$ cat src/rtl/seq_mag_compare_pkg.sv
// Shared types and result encodings for the sequential magnitude comparator.
package cmp_pkg;

    typedef enum logic [1:0] {
        S_IDLE = 2'd0,
        S_SCAN = 2'd1,
        S_DONE = 2'd2
    } state_t;

    // One-hot result encodings {gt, eq, lt}; CMP_NONE means "no result yet".
    localparam logic [2:0] CMP_GT   = 3'b100;
    localparam logic [2:0] CMP_EQ   = 3'b010;
    localparam logic [2:0] CMP_LT   = 3'b001;
    localparam logic [2:0] CMP_NONE = 3'b000;

endpackage

$ cat src/rtl/seq_mag_compare_if.sv
// Request/response bundle of the sequential magnitude comparator.
//
// Handshake: the master raises start together with signed_mode, A and B; the
// request is accepted on the rising edge where start=1 and busy=0. From that
// edge busy stays high until the end of the done cycle. done is a one-cycle
// pulse and Y is valid from that cycle until the next done or reset. A start
// seen while busy=1 is dropped, never queued.
interface seq_mag_compare_if #(
    parameter int WIDTH = 8
);
    logic             start;
    logic             signed_mode;
    logic [WIDTH-1:0] A;
    logic [WIDTH-1:0] B;
    logic             busy;
    logic             done;
    logic [2:0]       Y;

    modport master (
        output start, signed_mode, A, B,
        input  busy, done, Y
    );

    modport slave (
        input  start, signed_mode, A, B,
        output busy, done, Y
    );
endinterface

$ cat src/rtl/seq_mag_compare_cmp_digit.sv
// Combinational compare of one DIGIT-bit slice, one-hot {gt, eq, lt}.
module cmp_digit
    import cmp_pkg::*;
#(
    parameter int DIGIT = 2
) (
    input  logic [DIGIT-1:0] a,
    input  logic [DIGIT-1:0] b,
    output logic [2:0]       res
);

    // Unsigned compare of the slice; sign handling is done upstream.
    always_comb begin
        res = CMP_EQ;
        if (a > b) begin
            res = CMP_GT;
        end else if (a < b) begin
            res = CMP_LT;
        end
    end

endmodule

$ cat src/rtl/seq_mag_compare.sv
// Multi-cycle magnitude comparator: scans two operands MSB-first, DIGIT bits
// per clock, optionally stopping at the first differing digit.
module seq_mag_compare
    import cmp_pkg::*;
#(
    parameter int WIDTH      = 8,
    parameter int DIGIT      = 2,
    parameter int EARLY_EXIT = 1
) (
    input  logic                clk,
    input  logic                rst,
    seq_mag_compare_if.slave    bus,
    output logic [1:0]          state_dbg
);

    localparam int NDIG = WIDTH / DIGIT;
    localparam int CW   = (NDIG > 1) ? $clog2(NDIG) : 1;

    // Flipping the sign bit of both operands maps two's complement onto
    // offset binary, so the unsigned scan yields the signed ordering.
    localparam logic [WIDTH-1:0] MSB_MASK = {1'b1, {(WIDTH-1){1'b0}}};

    if ((WIDTH % DIGIT) != 0 || WIDTH < 2 || DIGIT < 1) begin : g_bad_params
        $error("seq_mag_compare: DIGIT must divide WIDTH, WIDTH >= 2, DIGIT >= 1");
    end

    state_t           state;
    logic [WIDTH-1:0] sa;
    logic [WIDTH-1:0] sb;
    logic [CW-1:0]    cnt;
    logic             decided;
    logic [2:0]       dec_res;
    logic [2:0]       y_q;
    logic [2:0]       dig_res;

    cmp_digit #(
        .DIGIT (DIGIT)
    ) u_digit (
        .a   (sa[WIDTH-1 -: DIGIT]),
        .b   (sb[WIDTH-1 -: DIGIT]),
        .res (dig_res)
    );

    // Outputs decode registered state only; no input reaches them combinationally.
    assign bus.busy  = (state != S_IDLE);
    assign bus.done  = (state == S_DONE);
    assign bus.Y     = y_q;
    assign state_dbg = state;

    // FSM, operand shift registers, digit counter and result registers.
    always_ff @(posedge clk) begin
        if (rst) begin
            state   <= S_IDLE;
            sa      <= '0;
            sb      <= '0;
            cnt     <= '0;
            decided <= 1'b0;
            dec_res <= CMP_NONE;
            y_q     <= CMP_NONE;
        end else begin
            case (state)
                S_IDLE: begin
                    if (bus.start) begin
                        sa      <= bus.A ^ (bus.signed_mode ? MSB_MASK : '0);
                        sb      <= bus.B ^ (bus.signed_mode ? MSB_MASK : '0);
                        cnt     <= CW'(NDIG - 1);
                        decided <= 1'b0;
                        dec_res <= CMP_NONE;
                        state   <= S_SCAN;
                    end
                end
                S_SCAN: begin
                    if ((EARLY_EXIT != 0) && (dig_res != CMP_EQ)) begin
                        y_q   <= dig_res;
                        state <= S_DONE;
                    end else begin
                        // Only the first differing digit decides the result.
                        if ((dig_res != CMP_EQ) && !decided) begin
                            decided <= 1'b1;
                            dec_res <= dig_res;
                        end
                        if (cnt == '0) begin
                            if (decided) begin
                                y_q <= dec_res;
                            end else begin
                                y_q <= dig_res;
                            end
                            state <= S_DONE;
                        end else begin
                            sa  <= sa << DIGIT;
                            sb  <= sb << DIGIT;
                            cnt <= cnt - 1'b1;
                        end
                    end
                end
                S_DONE: begin
                    state <= S_IDLE;
                end
                default: begin
                    state <= S_IDLE;
                end
            endcase
        end
    end

endmodule

$ cat src/flat_wrapper.sv
// flat-port wrapper written by rule: the top's interface ports become plain ports
module seq_mag_compare_flat import cmp_pkg::*;
#(
    parameter int WIDTH      = 8,
    parameter int DIGIT      = 2,
    parameter int EARLY_EXIT = 1
)
  (clk, rst, state_dbg, bus_start, bus_signed_mode, bus_A, bus_B, bus_busy, bus_done, bus_Y);
  seq_mag_compare_if #(.WIDTH(WIDTH)) bus_i ();
  input  logic clk;
  input  logic rst;
  output logic [1:0] state_dbg;
  input wire logic [$bits(bus_i.start)-1:0] bus_start;
  input wire logic [$bits(bus_i.signed_mode)-1:0] bus_signed_mode;
  input wire logic [$bits(bus_i.A)-1:0] bus_A;
  input wire logic [$bits(bus_i.B)-1:0] bus_B;
  output wire logic [$bits(bus_i.busy)-1:0] bus_busy;
  output wire logic [$bits(bus_i.done)-1:0] bus_done;
  output wire logic [$bits(bus_i.Y)-1:0] bus_Y;
  assign bus_i.start = bus_start;
  assign bus_i.signed_mode = bus_signed_mode;
  assign bus_i.A = bus_A;
  assign bus_i.B = bus_B;
  assign bus_busy = bus_i.busy;
  assign bus_done = bus_i.done;
  assign bus_Y = bus_i.Y;
  seq_mag_compare #(.WIDTH(WIDTH), .DIGIT(DIGIT), .EARLY_EXIT(EARLY_EXIT)) u_core (.clk(clk), .rst(rst), .bus(bus_i), .state_dbg(state_dbg));
endmodule
$ cat config.mk
export PLATFORM = sky130hd
export DESIGN_NAME = seq_mag_compare_flat
export DESIGN_NICKNAME = d
export VERILOG_FILES = /design/src/rtl/seq_mag_compare_pkg.sv /design/src/rtl/seq_mag_compare_if.sv /design/src/rtl/seq_mag_compare_cmp_digit.sv /design/src/rtl/seq_mag_compare.sv /design/src/flat_wrapper.sv
export SDC_FILE = /design/constraint.sdc
export NUM_CORES = 1
export LEC_CHECK = 0
export CORE_MARGIN = 1
export CORE_UTILIZATION = 45
export DETAILED_ROUTE_END_ITERATION = 6
export PLACE_DENSITY = 0.74
export SYNTH_ARGS = -nofsm -noshare
export SYNTH_HDL_FRONTEND = slang
export SYNTH_HIERARCHICAL = 1
export SYNTH_SLANG_ARGS = --single-unit
$ cat constraint.sdc
create_clock -name clk -period 1.88 [get_ports clk]
set_input_delay 0.564 -clock clk [delete_from_list [all_inputs] [get_ports clk]]
set_output_delay 0.564 -clock clk [all_outputs]
set_load 0.01 [all_outputs]
After elaboration in Yosys (flattened, before gate mapping)
Cells that the tools add are included.

Bits in registers: 27. Latch bits: 0. RAM bits: 0. Bits in read-only memories: 0. Input bits: 20. Output and inout port bits: 7. Word-level logic and storage cells: 61. Memories kept: 0.

$add $sub $neg: 1. Multiply operators: 0. Div/mod/pow operators: 0. Magnitude comparators: 2. Eq/ne operators: 8. Shift-type cells: 0. Multiplexer cells: 30. Bitwise operators: 2. Reduce and logical (&&, ||, !) cells: 11.

Operator list (number): 2-to-1 mux 8 bit (7); case mux 8 bit (2 select lines) (2); 2-to-1 mux 3 bit (7); XOR 8 bit (2); 2-to-1 mux 2 bit (7); case mux 2 bit (2 select lines) (2); AND reduction 4 bit (2); inequality test 2 bit, second input constant (3); case mux 3 bit (2 select lines) (1); nonzero test 2 bit (3); logical NOT 2 bit (2); AND reduction 2 bit (2); 2-to-1 mux 1 bit (3); inequality test 3 x 1 -> 1 bit, second input constant (1); inequality test 3 x 2 -> 1 bit, second input constant (1); equality test 2 x 1 -> 1 bit, second input constant (1); equality test 2 bit, second input constant (1); > comparator 2 bit (1); < comparator 2 bit (1); inequality test 2 x 1 -> 1 bit, second input constant (1); case mux 1 bit (2 select lines) (1); subtractor 2 x 1 -> 2 bit, second input constant (1); logical AND 1 bit (1); logical NOT 1 bit (1).

Longest topological paths before layout
Depth in word-level cells: 8. Gate-level depth with buffers: 8. Depth with buffers taken out: 7.

By module
Netlist, hierarchy kept.

Modules (own cells, without submodules): seq_mag_compare (times used 1, cells an instance 127, area each 1296.2 sq um, sequential area each 540.5 sq um); cmp_digit (times used 1, cells an instance 10, area each 65.1 sq um, sequential area each 0.0 sq um).

Worst setup path after synthesis
No wires, ideal clock.

Path type: flip-flop to flip-flop. From: register u_core.sb[7]. To: register u_core.sa[7]. Library setup time: 0.127 ns. Arrival: 1.838 ns. Data required time: 1.753 ns. Path slack: -0.085 ns. Cell stages (with the launch flop): 9. Buffers on the path: 1. Period minus slack after synthesis: 1.965 ns. Cell sequence: dfxtp_1 inv_1 ha_1 nand2b_1 and2_1 or4b_4 buf_6 o2111ai_1 o41ai_1.

Word-level cells in the longest chain between the ends: 6. Elaborated cells on any way between the ends: 7. Classes of those cells: 2 x order compare; 2 x eq/ne; 2 x mux; 1 x reduce/logical.

Ends and longest elaborated chain: from (decl) (line seq_mag_compare.sv:29) `logic [WIDTH-1:0] sb;`; from (signal assigned) (line seq_mag_compare.sv:65) `sb <= bus.B ^ (bus.signed_mode ? MSB_MASK : '0);`; from (signal assigned) (line seq_mag_compare.sv:91) `sb <= sb << DIGIT;`; < comparator 2 bit (line seq_mag_compare_cmp_digit.sv:17) `end else if (a < b) begin`; 2-to-1 mux 2 bit (line seq_mag_compare_cmp_digit.sv:17); 2-to-1 mux 3 bit * (line seq_mag_compare_cmp_digit.sv:15) `if (a > b) begin`; named net u_core.dig_res[0] (line seq_mag_compare.sv:34) `logic [2:0] dig_res;`; inequality test 3 x 2 -> 1 bit * (line seq_mag_compare.sv:73) `if ((EARLY_EXIT != 0) && (dig_res != CMP_EQ)) begin`; inequality test 2 bit (no line) *; AND reduction 4 bit (no line) *; to (signal assigned) (line seq_mag_compare.sv:64) `sa <= bus.A ^ (bus.signed_mode ? MSB_MASK : '0);`; to (signal assigned) (line seq_mag_compare.sv:90) `sa <= sa << DIGIT;`; to (decl) (line seq_mag_compare.sv:28) `logic [WIDTH-1:0] sa;`.

The timed path passes the listed nets; every way through them passes the cells marked *. A chain may end at the register's enable or synchronous reset.

Worst setup path in the final report
From: register u_core.sb[7]. To: register u_core.cnt[1].

Word-level cells in the longest chain between the ends: 6. Elaborated cells on any way between the ends: 7. Classes of those cells: 2 x order compare; 2 x eq/ne; 2 x mux; 1 x reduce/logical.

Ends and longest elaborated chain: < comparator 2 bit (line seq_mag_compare_cmp_digit.sv:17); 2-to-1 mux 2 bit (line seq_mag_compare_cmp_digit.sv:17); 2-to-1 mux 3 bit * (line seq_mag_compare_cmp_digit.sv:15); named net u_core.dig_res[0] (line seq_mag_compare.sv:34); inequality test 3 x 2 -> 1 bit * (line seq_mag_compare.sv:73); inequality test 2 bit (no line) *; AND reduction 4 bit (no line) *; to (signal assigned) (line seq_mag_compare.sv:66) `cnt <= CW'(NDIG - 1);`; to (signal assigned) (line seq_mag_compare.sv:92) `cnt <= cnt - 1'b1;`; to (decl) (line seq_mag_compare.sv:30) `logic [CW-1:0] cnt;`.

Marked as above.

==> flow_summary.yaml <==
placement:
  hpwl_um: 2308
  pre_cts_slack_ps: -255.4
  post-place-cells: 202
  gp_congestion: 0.7548
  portBuffers: 26
floorplanning:
  rows: 19
  dieHeight_um: 57
  start_util_pct: 48.53
  core_sq_um: 2805
  chipWidth_um: 57
  fp.dieArea_sq_um: 3249
  ios: 27
synthesis:
  synth_top_area_share_pct: 39.71
  synth_edf_count: 0
  yosys_warnings: 6
  synth_area_leader_cell: "dfxtp_1"
  synthTopCellsByArea: "dfxtp_1 40%, a211oi_1 9.9%, mux2i_1 8.1%, a211oi_2 3.7%, a21oi_1 2.9%"
  syn-num-nets: 160
  syn_avg_cell_area_sq_um: 9.937
  synth_cell_types: 37
  yosysSeqAreaShare_pct: 39.71
  ys_ff_latch: 27
  synth_flop_cell: "dfxtp_1"
  syn_inst: 137
  mappedNetlistArea_sq_um: 1361
  async_flop_share_pct: 0
finish:
  fin_cells: 211
  drive_gt1_share_pct: 33.89
  final-seq-area_sq_um: 548.0
  n_fill_cell: 219
  synthToLayoutAreaGrowth_pct: 45.40
  layout_common_cells: "23 x clkdlybuf4s50_1, 23 x dfxtp_1, 17 x a211oi_1"
  antenna_cells: 0
  nets: 204
  multi_input_area_sq_um: 854.6
  utilization_pct: 70.56
global_routing:
  grt_pass1_wl_um: 5699
  overflow: 0
  track_usage_pct: 22.26
  grt_pass1_vias: 1283
  grt_antenna_before_repair: 0
  met1_usage_pct: 28.51
  use_met3_pct: 3.855
  busiest_layer: "met2"
  gr-usage-met2_pct: 37.82
  grt_max_degree: 29
clock_tree:
  postCtsHoldBufs: 0
  clock-sinks: 27
  root_buffer: "clkbuf_4"
  clock_tree.buffer_depth: 2
  clk_latency_ps: 320
  clkSlewWorstSetupHoldPaths_ps: 140
  numCtsBuffers: 3
  h-tree-depth: 1
  cts_tree: "built"
timing:
  max_slew_margin_pct: 78.50
  setup_viol: 21
  skew_ps: 2.782
  period_minus_slack_ps: 1991
  setup_ws_ps: -111.3
  fmax_mhz: 502.2
  worst_pin_slew_ps: 321.2
  hold_viol: 0
  fin_crit_sh_pct: 105.9
  rsz0062_at_grt: "yes"
  slew_viol_final: 0
drt:
  drt_iter0_drc: 44
  postRouteWirelength_um: 3532
  drcViolationCount: 4
  via_per_inst: 5.934
  wl_per_cell_um: 16.74
  drt_pre_antenna_iters: 6
  vias: 1252
  drtAntennaViolNets: 0
outcome:
  outcome: "finished with violations"
  violations: "DRC, setup timing"
worst_setup_path:
  startpoint: "u_core/sb[7]$_SDFFE_PP0P_"
  r2r_cells: 9
  crit_type: "register to register"
  arrival_ps: 2210
  worstReg2RegStart: "u_core/sb[7]$_SDFFE_PP0P_"
  start_kind: "register"
  cp.required_ps: 2100
  critPathMaxFanout: 3
  crit_path_end_kind: "register"
min_path:
  holdPathStages: 1
  worstHoldPathType: "register to register"
  hp-start: "u_core/state_dbg[1]$_SDFFE_PP0P_"
job:
  drv_cap: 0
power:
  p_leak_nw: 0.8293
  power_density_nw_per_um2: 838.6
  worst_ir_drop_vdd_v: 0.0004952
==> cells in the mapped netlist (2+ instances only) <==
cell type,n
dfxtp_1,27
nor3_1,5
a21oi_1,8
nor4_1,2
a211oi_1,18
buf_4,2
and4b_1,2
o211ai_1,4
nor2b_1,2
and3_1,4
mux2i_1,11
buf_2,5
ha_1,3
nor2_1,4
a211oi_2,4
o41ai_1,2
nand2b_1,2
inv_1,6
xor2_1,2
nand3_1,4
o2111ai_1,2
clkbuf_1,3
==> kinds of logic (layout without fill, tap and decap cells) <==
family	after synthesis	after routing	synth area share, %
adder cells (fa/ha/maj)	3	3	2.758
XOR/XNOR	2	2	1.287
buffers and inverters	17	60	6.249
AO/OA/AOI/OAI	43	43	24.73
multiplexers	11	11	8.089
flip-flops	27	27	39.71
AND/OR/NAND/NOR	34	34	17.19
==> stage by stage <==
stage	total power [W]	hold WS, ps	instance area [sq um]	TNS (ps)
4_1_cts	0.001630	485.0	1933	-1221
3_5_place_dp	0.001313	469.0	1819	-4072
3_3_place_gp	0.001292	465.8	1819	-3357
5_1_grt	0.001754	487.4	1979	-3151
2_1_floorplan	0.001056	444.3	1415	-170.3
6_report	0.001660	466.6	1979	-1536
==> worst paths after layout <==
kind                                                    endpoint  slack (ps)
worst max-delay path                  u_core/cnt[1]$_SDFFE_PP0P_        -110
worst min-delay path            u_core/state_dbg[0]$_SDFFE_PP0P_         470
worst max register to register        u_core/cnt[1]$_SDFFE_PP0P_        -110
worst min register to register  u_core/state_dbg[0]$_SDFFE_PP0P_         470
==> final cells by class <==
cell class              count  area share, %
well taps                  31          1.960
repair buffers             50          24.72
inverters                   6          1.138
clock buffers               4          1.327
flip-flops and latches     27          27.69
multi-input cells          93          43.17
==> metal layers <==
layer | vias to the layer above | wire, um
met2 | 36 | 1861
met1 | 597 | 1490
met4 | 0 | 29
li1 | 615 | -
met3 | 4 | 150
met5 | - | 0
==> critical path, stage by stage (launching register included) <==
cell and delay (ps):
dfxtp_2 360, inv_2 40, ha_4 270, nand2b_4 50
and2_4 170, buf_12 120, nor4b_4 360, buf_4 190
a211oi_2 60, a311oi_1 270
==> flip-flops by register name, summed over array words and instances (netlist names) <==
signal	count
u_core/state_dbg	2
u_core/cnt	2
u_core/sb	8
u_core/bus.Y	3
u_core/dec_res	3
u_core/decided	1
u_core/sa	8
==> report_power, final <==
group | internal (W) | switching, W
sequential | 0.000631 | 0.0000379
clock | 0.0000831 | 0.000168
combinational | 0.000390 | 0.000351
total | 0.00110 | 0.000556
==> what timing repair did <==
action                     4_1_cts  5_1_grt
setup endpoints to repair       26       25
pin swaps                        8        5
gates resized for setup         20        7
buffers inserted                 4        1
No activity file was read; power rests on OpenSTA's default activity.
